**config.mk**
```make
export PLATFORM = sky130hd
export DESIGN_NAME = uart_tx_sequencer
export DESIGN_NICKNAME = d
export VERILOG_FILES = /design/src/rtl/uart_tx_pkg.sv /design/src/rtl/uart_tx_fifo.sv /design/src/rtl/uart_tx_sequencer.sv
export SDC_FILE = /design/constraint.sdc
export NUM_CORES = 1
export LEC_CHECK = 0
export BUFFER_PORTS_ARGS = -buffer_cell sky130_fd_sc_hd__buf_4
export CAP_MARGIN = 20
export CELL_PAD_IN_SITES_DETAIL_PLACEMENT = 1
export CELL_PAD_IN_SITES_GLOBAL_PLACEMENT = 2
export CORE_MARGIN = 10
export CORE_UTILIZATION = 47
export CTS_CLUSTER_SIZE = 20
export DETAILED_ROUTE_END_ITERATION = 7
export PLACE_DENSITY = 0.92
export SLEW_MARGIN = 0
export SYNTH_ARGS = -nofsm -noshare
export SYNTH_HDL_FRONTEND = slang
export SYNTH_SLANG_ARGS = --single-unit
export TNS_END_PERCENT = 30
```
**constraint.sdc**
```tcl
create_clock -name i_Clock -period 6.9 [get_ports i_Clock]
set_input_delay 1.38 -clock i_Clock [delete_from_list [all_inputs] [get_ports i_Clock]]
set_output_delay 1.38 -clock i_Clock [all_outputs]
set_load 0.005 [all_outputs]
```
**src/rtl/uart_tx_pkg.sv**
```systemverilog
// Shared types for the UART TX sequencer: sequencer state encoding and requester IDs.
package uart_tx_pkg;

  localparam int unsigned BYTE_W = 8;

  typedef enum logic [1:0] {
    ST_IDLE     = 2'd0,
    ST_SEND     = 2'd1,
    ST_WAIT_CLR = 2'd2,
    ST_GAP      = 2'd3
  } tx_state_e;

  typedef enum logic {
    REQ_CPU = 1'b0,
    REQ_AUX = 1'b1
  } req_id_e;

endpackage

```
**src/rtl/uart_tx_fifo.sv**
```systemverilog
// Synchronous byte FIFO with flush; head byte is presented combinationally on data_o.
module uart_tx_fifo
  import uart_tx_pkg::*;
#(
  parameter int unsigned ADDR_W = 4
) (
  input  logic              i_Clock,
  input  logic              reset,
  input  logic              push_i,
  input  logic              pop_i,
  input  logic              flush_i,
  input  logic [BYTE_W-1:0] data_i,
  output logic [BYTE_W-1:0] data_o,
  output logic [ADDR_W:0]   count_o,
  output logic              empty_o,
  output logic              full_o
);

  localparam int unsigned DEPTH = 2 ** ADDR_W;
  localparam int unsigned CNT_W = ADDR_W + 1;

  logic [BYTE_W-1:0] mem_q [DEPTH];
  logic [ADDR_W-1:0] wr_ptr_q;
  logic [ADDR_W-1:0] rd_ptr_q;
  logic [CNT_W-1:0]  count_q;
  logic              do_push;
  logic              do_pop;

  assign full_o  = (count_q == CNT_W'(DEPTH));
  assign empty_o = (count_q == '0);
  assign count_o = count_q;
  assign data_o  = mem_q[rd_ptr_q];

  // A full FIFO refuses pushes even when a pop frees a slot in the same cycle.
  assign do_push = push_i & ~full_o & ~flush_i;
  assign do_pop  = pop_i & ~empty_o & ~flush_i;

  always_ff @(posedge i_Clock) begin
    if (reset || flush_i) begin
      wr_ptr_q <= '0;
      rd_ptr_q <= '0;
      count_q  <= '0;
    end else begin
      if (do_push) wr_ptr_q <= wr_ptr_q + ADDR_W'(1);
      if (do_pop)  rd_ptr_q <= rd_ptr_q + ADDR_W'(1);
      case ({do_push, do_pop})
        2'b10:   count_q <= count_q + CNT_W'(1);
        2'b01:   count_q <= count_q - CNT_W'(1);
        default: count_q <= count_q;
      endcase
    end
  end

  always_ff @(posedge i_Clock) begin
    if (do_push) mem_q[wr_ptr_q] <= data_i;
  end

endmodule

```
**src/rtl/uart_tx_sequencer.sv**
```systemverilog
// Round-robin merge of CPU and AUX byte streams into one FIFO, drained into a UART
// transmitter through its DV/Done handshake with an optional inter-byte gap.
module uart_tx_sequencer
  import uart_tx_pkg::*;
#(
  parameter int unsigned ADDR_W   = 4,
  parameter int unsigned GAP_CLKS = 0
) (
  input  logic              i_Clock,
  input  logic              reset,
  input  logic              i_cpu_valid,
  input  logic [BYTE_W-1:0] i_cpu_data,
  output logic              o_cpu_ready,
  input  logic              i_aux_valid,
  input  logic [BYTE_W-1:0] i_aux_data,
  output logic              o_aux_ready,
  input  logic              i_flush,
  output logic              o_Tx_DV,
  output logic [BYTE_W-1:0] o_Tx_Byte,
  input  logic              i_Tx_Done,
  output logic [ADDR_W:0]   o_count,
  output logic              o_empty,
  output logic              o_full,
  output logic              o_busy
);

  localparam int unsigned GAP_W = 8;

  tx_state_e         state_q;
  req_id_e           last_grant_q;
  req_id_e           last_grant_d;
  logic [GAP_W-1:0]  gap_q;
  logic              push_cpu;
  logic              push_aux;
  logic              push;
  logic              pop;
  logic [BYTE_W-1:0] push_data;
  logic [BYTE_W-1:0] head;
  logic              fifo_empty;
  logic              fifo_full;

  // Readies are combinational; when both request, the one not granted last wins.
  assign o_cpu_ready = ~fifo_full & ~i_flush & (~i_aux_valid | (last_grant_q == REQ_AUX));
  assign o_aux_ready = ~fifo_full & ~i_flush & (~i_cpu_valid | (last_grant_q == REQ_CPU));
  assign push_cpu    = i_cpu_valid & o_cpu_ready;
  assign push_aux    = i_aux_valid & o_aux_ready;
  assign push        = push_cpu | push_aux;
  assign push_data   = push_cpu ? i_cpu_data : i_aux_data;

  // Never launch while Done is still high so the transmitter cannot re-send.
  assign pop = (state_q == ST_IDLE) & ~fifo_empty & ~i_flush & ~i_Tx_Done;

  assign o_empty = fifo_empty;
  assign o_full  = fifo_full;
  assign o_busy  = ~fifo_empty | (state_q != ST_IDLE);

  always_comb begin
    last_grant_d = last_grant_q;
    if (push_cpu)      last_grant_d = REQ_CPU;
    else if (push_aux) last_grant_d = REQ_AUX;
  end

  always_ff @(posedge i_Clock) begin
    if (reset) last_grant_q <= REQ_AUX;
    else       last_grant_q <= last_grant_d;
  end

  uart_tx_fifo #(
    .ADDR_W (ADDR_W)
  ) u_fifo (
    .i_Clock (i_Clock),
    .reset   (reset),
    .push_i  (push),
    .pop_i   (pop),
    .flush_i (i_flush),
    .data_i  (push_data),
    .data_o  (head),
    .count_o (o_count),
    .empty_o (fifo_empty),
    .full_o  (fifo_full)
  );

  always_ff @(posedge i_Clock) begin
    if (reset) begin
      state_q   <= ST_IDLE;
      o_Tx_DV   <= 1'b0;
      o_Tx_Byte <= '0;
      gap_q     <= '0;
    end else begin
      case (state_q)
        ST_IDLE: begin
          if (pop) begin
            o_Tx_Byte <= head;
            o_Tx_DV   <= 1'b1;
            state_q   <= ST_SEND;
          end
        end
        ST_SEND: begin
          if (i_Tx_Done) begin
            o_Tx_DV <= 1'b0;
            state_q <= ST_WAIT_CLR;
          end
        end
        ST_WAIT_CLR: begin
          if (!i_Tx_Done) begin
            if (GAP_CLKS == 0) begin
              state_q <= ST_IDLE;
            end else begin
              gap_q   <= GAP_W'(GAP_CLKS);
              state_q <= ST_GAP;
            end
          end
        end
        ST_GAP: begin
          if (gap_q <= GAP_W'(1)) begin
            gap_q   <= '0;
            state_q <= ST_IDLE;
          end else begin
            gap_q <= gap_q - GAP_W'(1);
          end
        end
        default: begin
          o_Tx_DV <= 1'b0;
          state_q <= ST_IDLE;
        end
      endcase
    end
  end

endmodule

```
Word-level counts from Yosys, hierarchy flattened --
Memory sizes are Yosys's and may differ from the RTL's. A register that Yosys moved wholly into a read port is not among the register bits. Index checks and enable logic that the tools add are counted. Widths: inputs -> output; s select.
Cells by class: reduce and logical (&&, ||, !) cells 10, add/sub/neg operators 5, eq/ne operators 10, $mul 0, muxes and demuxes 15, shift operators 0, bitwise operators 23, div/mod/pow operators 0, order comparisons 1
Operator list (number):
- $mux 8 | 2
- $and 1x1->1 | 12
- $pmux 5 s2 | 1
- $add 4x1->4 const B | 2
- $le 8x1->1 const B | 1
- $mux 2 | 4
- $pmux 2 s4 | 1
- $reduce_bool 2->1 | 4
- $sub 8x1->8 const B | 1
- $not 1->1 | 7
- $eq 2x2->1 const B | 3
- $mux 1 | 6
- $ne 2x2->1 const B | 3
- $add 5x1->5 const B | 1
- $eq 5x5->1 const B | 1
- $logic_not 5->1 | 1
- $sub 5x1->5 const B | 1
- $eq 2x1->1 const B | 2
- $or 1x1->1 | 4
- $reduce_and 4->1 | 1
- $reduce_and 3->1 | 1
- $logic_not 2->1 | 1
- $ne 2x1->1 const B | 1
- $pmux 1 s2 | 1
- other kinds (2) | 2
Storage, ports and cells: memories kept 1, bits in latches 0, bits in read-only memories 0, input bits 22, RAM bits 128, bits in registers 25
Memories:
- u_fifo.mem_q | depth 16, bits a word 8, rd ports 1, clocked after memory_dff 1, write ports 1, RTL line uart_tx_fifo.sv:22 | logic [BYTE_W-1:0] mem_q [DEPTH];

Depth between registers and ports, before layout --
depth after elaboration 10, depth in mapped cells 10

By module --
A second synthesis with hierarchy kept.
Second synthesis, totals: cell total of the unflattened synthesis 421, area total of the unflattened synthesis 6965.4 um2
By module, submodules not included:
- uart_tx_fifo | sequential area each 4184.0 um2, area an instance 5998.3 um2, cells each 313, instances 1
- uart_tx_sequencer | sequential area each 400.4 um2, area an instance 967.2 um2, cells each 108, instances 1

Worst setup path after synthesis --
No wires, ideal clock.
path type input to register, from input i_flush, to register u_fifo.count_q[4] (netlist: u_fifo.count_o[4]), data arrival time 3617 ps, cell stages on the path 10, setup slack 3212 ps, data required time 6828 ps, path through clkbuf_1 a211oi_2 clkbuf_1 inv_1 ha_1 fa_1 a21o_1 a21oi_1 mux2i_1 mux2i_1
On the way: word-level cells in the longest chain between the ends 9, elaborated cells between the ends (all ways) 18, those cells by class eq/ne (2); mux (1); bitwise (13); reduce/logical (2)
Ends and longest elaborated chain:
- start, declared | RTL line uart_tx_sequencer.sv:17 | input logic i_flush,
- $not 1->1
- $and 1x1->1 | RTL line uart_tx_sequencer.sv:43, uart_tx_sequencer.sv:44
- $and 1x1->1 (on tied branches) | RTL line uart_tx_sequencer.sv:43, uart_tx_sequencer.sv:44
- $and 1x1->1 (on tied branches) | RTL line uart_tx_sequencer.sv:45, uart_tx_sequencer.sv:46
- $or 1x1->1 | RTL line uart_tx_sequencer.sv:47 | assign push = push_cpu | push_aux;
- $and 1x1->1 (2 in series) | RTL line uart_tx_fifo.sv:35 | assign do_push = push_i & ~full_o & ~flush_i;
- $eq 2x1->1 / $eq 2x2->1 (equally long branches) | RTL line uart_tx_fifo.sv:46 | case ({do_push, do_pop})
- $pmux 5 s2 / $reduce_bool 2->1 (equally long branches)
- end signal, assigned | RTL line uart_tx_fifo.sv:47 | 2'b10: count_q <= count_q + CNT_W'(1);
- end signal, assigned | RTL line uart_tx_fifo.sv:48 | 2'b01: count_q <= count_q - CNT_W'(1);
- end signal, assigned | RTL line uart_tx_fifo.sv:49 | default: count_q <= count_q;
- end, declared | RTL line uart_tx_fifo.sv:25 | logic [CNT_W-1:0] count_q;
Several ways; a longest one is shown, not always the timed one. A chain may end at the register's enable or synchronous reset.

Worst setup path in the final report --
Same ends and word-level chain as after synthesis.

==> metrics.yaml <==
finalNonFillerCells: 691
antenna_found_initial: 0
avgSynthCellArea_sq_um: 14.6
cp_max_fo: 21
maxSlewHeadroom_pct: 25.5
hold_viol_final: 0
hold_start: "gap_q[2]"
cts_sinks: 161
synth_xor_xnor_area_share_pct: 1.81
fin_area_sq_mm: 0.00775
vias: 3932
p_per_area_mw_per_mm2: 262
ios: 41
die_area_sq_mm: 0.0196
cp.arrival_ns: 4.18
worstRegToRegCells: 8
fin_nets: 532
cts_max_level: 4
detail-route-antenna-nets: 0
ys_async_sr_fraction_pct: 0
hold_path_class: "reg -> reg"
yosys.area_share.adder_pct: 2.32
drt_first_iter_violations: 327
status: "completed"
synth-compound-area-share_pct: 6.40
area_growth_pct: 14.3
post_cts_buffers: 0
drv_cap: 0
dp_hpwl_mm: 10.8
hold_depth: 2
fin_worst_skew_ns: 0.0109
die_h_um: 140
start_kind: "input pin"
drt_pre_antenna_iters: 4
p_leak_uw: 0.00261
timing.rr.start: "state_q[1]"
yosysTopAreaCellShare_pct: 56.7
grt_max_degree: 65
period_needed_ns: 3.83
grt_pass1_vias: 4259
routedWlPerCell_um: 22.7
final_layout_size_suffix_gt1_share_pct: 16.2
dpl.cell_count: 659
drt_wl_total_mm: 15.7
crit_path_end_kind: "flop"
grt_pass1_wl_mm: 24.8
synth.mux.area_fraction_pct: 12.2
gp_congestion: 0.817
seq_area_frac_synth_pct: 66.4
path_clk_slew_ns: 0.06
fillCellCount: 1360
synthesis.nets: 498
ctsRootBufferMaster: "clkbuf_16"
initial_utilization_pct: 48.5
clockBufferDepth: 2
slew_violations: 0
core_sq_mm: 0.0140
synth_area_leaders: "edfxtp_1 57%, dfxtp_1 9.7%, mux2i_1 9.7%, o22ai_1 2.8%, nor2_1 2.2%"
r2r-end: "u_fifo.count_o[4]"
synth_cell_types: 55
synth-main-ff-cell: "edfxtp_1"
port_buffers: 40
peakVddDrop_mv: 0.155
worst-slew-pin-transition_ns: 1.12
fmax_mhz: 261
synth_top_family_by_area: "multiplexers"
crit_required_ns: 7.25
r2r_slack_ns: 3.65
final.setup.tns_ns: 0
synth_area_sq_mm: 0.00678
numCtsBuffers: 17
cts_tree: "built"
die_x_um: 140
drc_errors: 0
postCtsHoldBufs: 0
yosys.area_share.simple_pct: 8.47
rsz0062_at_grt: "false"
synth_warnings: 0
synth_edf_count: 128
antenna_cells: 0
dpl_cell_area_sq_mm: 0.00719
hold_path_end: "gap_q[2]"
syn_inst: 464
setup_viol: 0
clock_latency_ns: 0.42
critPathKind: "in -> reg"
ys_seq_elements: 161
overflow: 0
via_per_inst: 5.69
period_share_pct: 55.5
rows: 43
synth_top_area_cell: "edfxtp_1"
grt_usage_pct: 16.2
cts_resized: 0
[synth_stat cells, types with 7 or more instances]
library cell / instances
buf_2: 13
ha_1: 11
nor4_1: 9
and3_1: 15
a211oi_1: 7
mux2_4: 8
dfxtp_1: 33
edfxtp_1: 128
clkbuf_1: 8
inv_1: 9
nand2_1: 7
xnor2_1: 9
o22ai_1: 30
nor2_1: 39
mux2i_1: 66
[layout by cell type, fill, tap and decap left out, types with 7 or more instances in the layout]
cell type / count
a211oi_1: 7
and3_1: 15
buf_4: 41
clkbuf_1: 7
clkbuf_16: 19
dfxtp_1: 32
edfxtp_1: 128
ha_1: 11
inv_1: 9
mux2_4: 8
mux2i_1: 66
nand2_1: 7
nor2_1: 39
nor4_1: 9
o22ai_1: 30
xnor2_1: 9
[power by group]
group          internal [uW]  switching, uW  total (uW)
logic                   32.6           51.0        83.6
clock network            532            347         879
registers               1060           6.04        1070
[per-stage QoR]
stage / power [uW] / hold slack, ns / utilization, % / setup WS [ns]
final: 2030 / 0.492 / 55.4 / 3.07
after floorplan: 1130 / 0.457 / - / 3.21
after detailed placement: 1170 / 0.487 / 51.4 / 2.64
after global routing: 2090 / 0.524 / 55.4 / 2.87
after global placement: 1170 / 0.479 / 51.4 / 2.80
after CTS: 2040 / 0.497 / 55.4 / 3.05
[critical path, stage by stage]
cell,delay [ns]
buf_4,0.15
nor4_4,0.27
a21boi_2,0.81
ha_1,0.45
ha_1,0.33
a21o_1,0.19
a21oi_1,0.16
mux2i_1,0.24
mux2i_1,0.20
[layer usage]
| metal | track usage [%] | part of all wire [%] | routed length, um |
|---|---|---|---|
| met2 | 27.7 | 52 | 8130 |
| met1 | 20.0 | 44 | 6870 |
| met5 | 0 | 0 | 0 |
| met3 | 3.72 | 3.3 | 519 |
| met4 | 4.57 | 0.99 | 156 |
[state kept, by name (all words and copies together) (netlist names)]
name,flops
gap_q,8
last_grant_q,1
o_Tx_Byte,8
o_Tx_DV,1
state_q,2
u_fifo.count_o,5
u_fifo.mem_q,128
u_fifo.rd_ptr_q,4
u_fifo.wr_ptr_q,4
[cell type report]
cell class | instances | area [sq um] | share of cell area [%]
Timing Repair Buffer | 41 | 308 | 3.97
Clock buffer | 29 | 543 | 7.01
Inverter | 9 | 33.8 | 0.436
Tap cell | 180 | 225 | 2.91
Multi-Input combinational cell | 268 | 2110 | 27.3
Sequential cell | 161 | 4510 | 58.2
Clock inverter | 3 | 18.8 | 0.242
[worst max path at each step]
stage               slack [ns]                end  depth (start not counted)  startpoint
global route              2.87  u_fifo.count_o[4]                          9     i_flush
CTS                       3.05  u_fifo.count_o[4]                          9     i_flush
detailed placement        2.64  u_fifo.count_o[4]                          9     i_flush
global placement          2.80  u_fifo.count_o[4]                          9     i_flush
floorplan                 3.21  u_fifo.count_o[4]                         10     i_flush
finish                    3.07  u_fifo.count_o[4]                          9     i_flush
[logic make-up (layout without fill, tap and decap cells)]
kind of cell	count (synthesis)	in the layout
flip-flops	161	161
multiplexers	76	76
AND/OR/NAND/NOR	103	103
AO/OA/AOI/OAI	63	63
buffers and inverters	35	82
adder cells (fa/ha/maj)	12	12
XOR/XNOR	14	14
No activity file was read; power rests on OpenSTA's default activity.
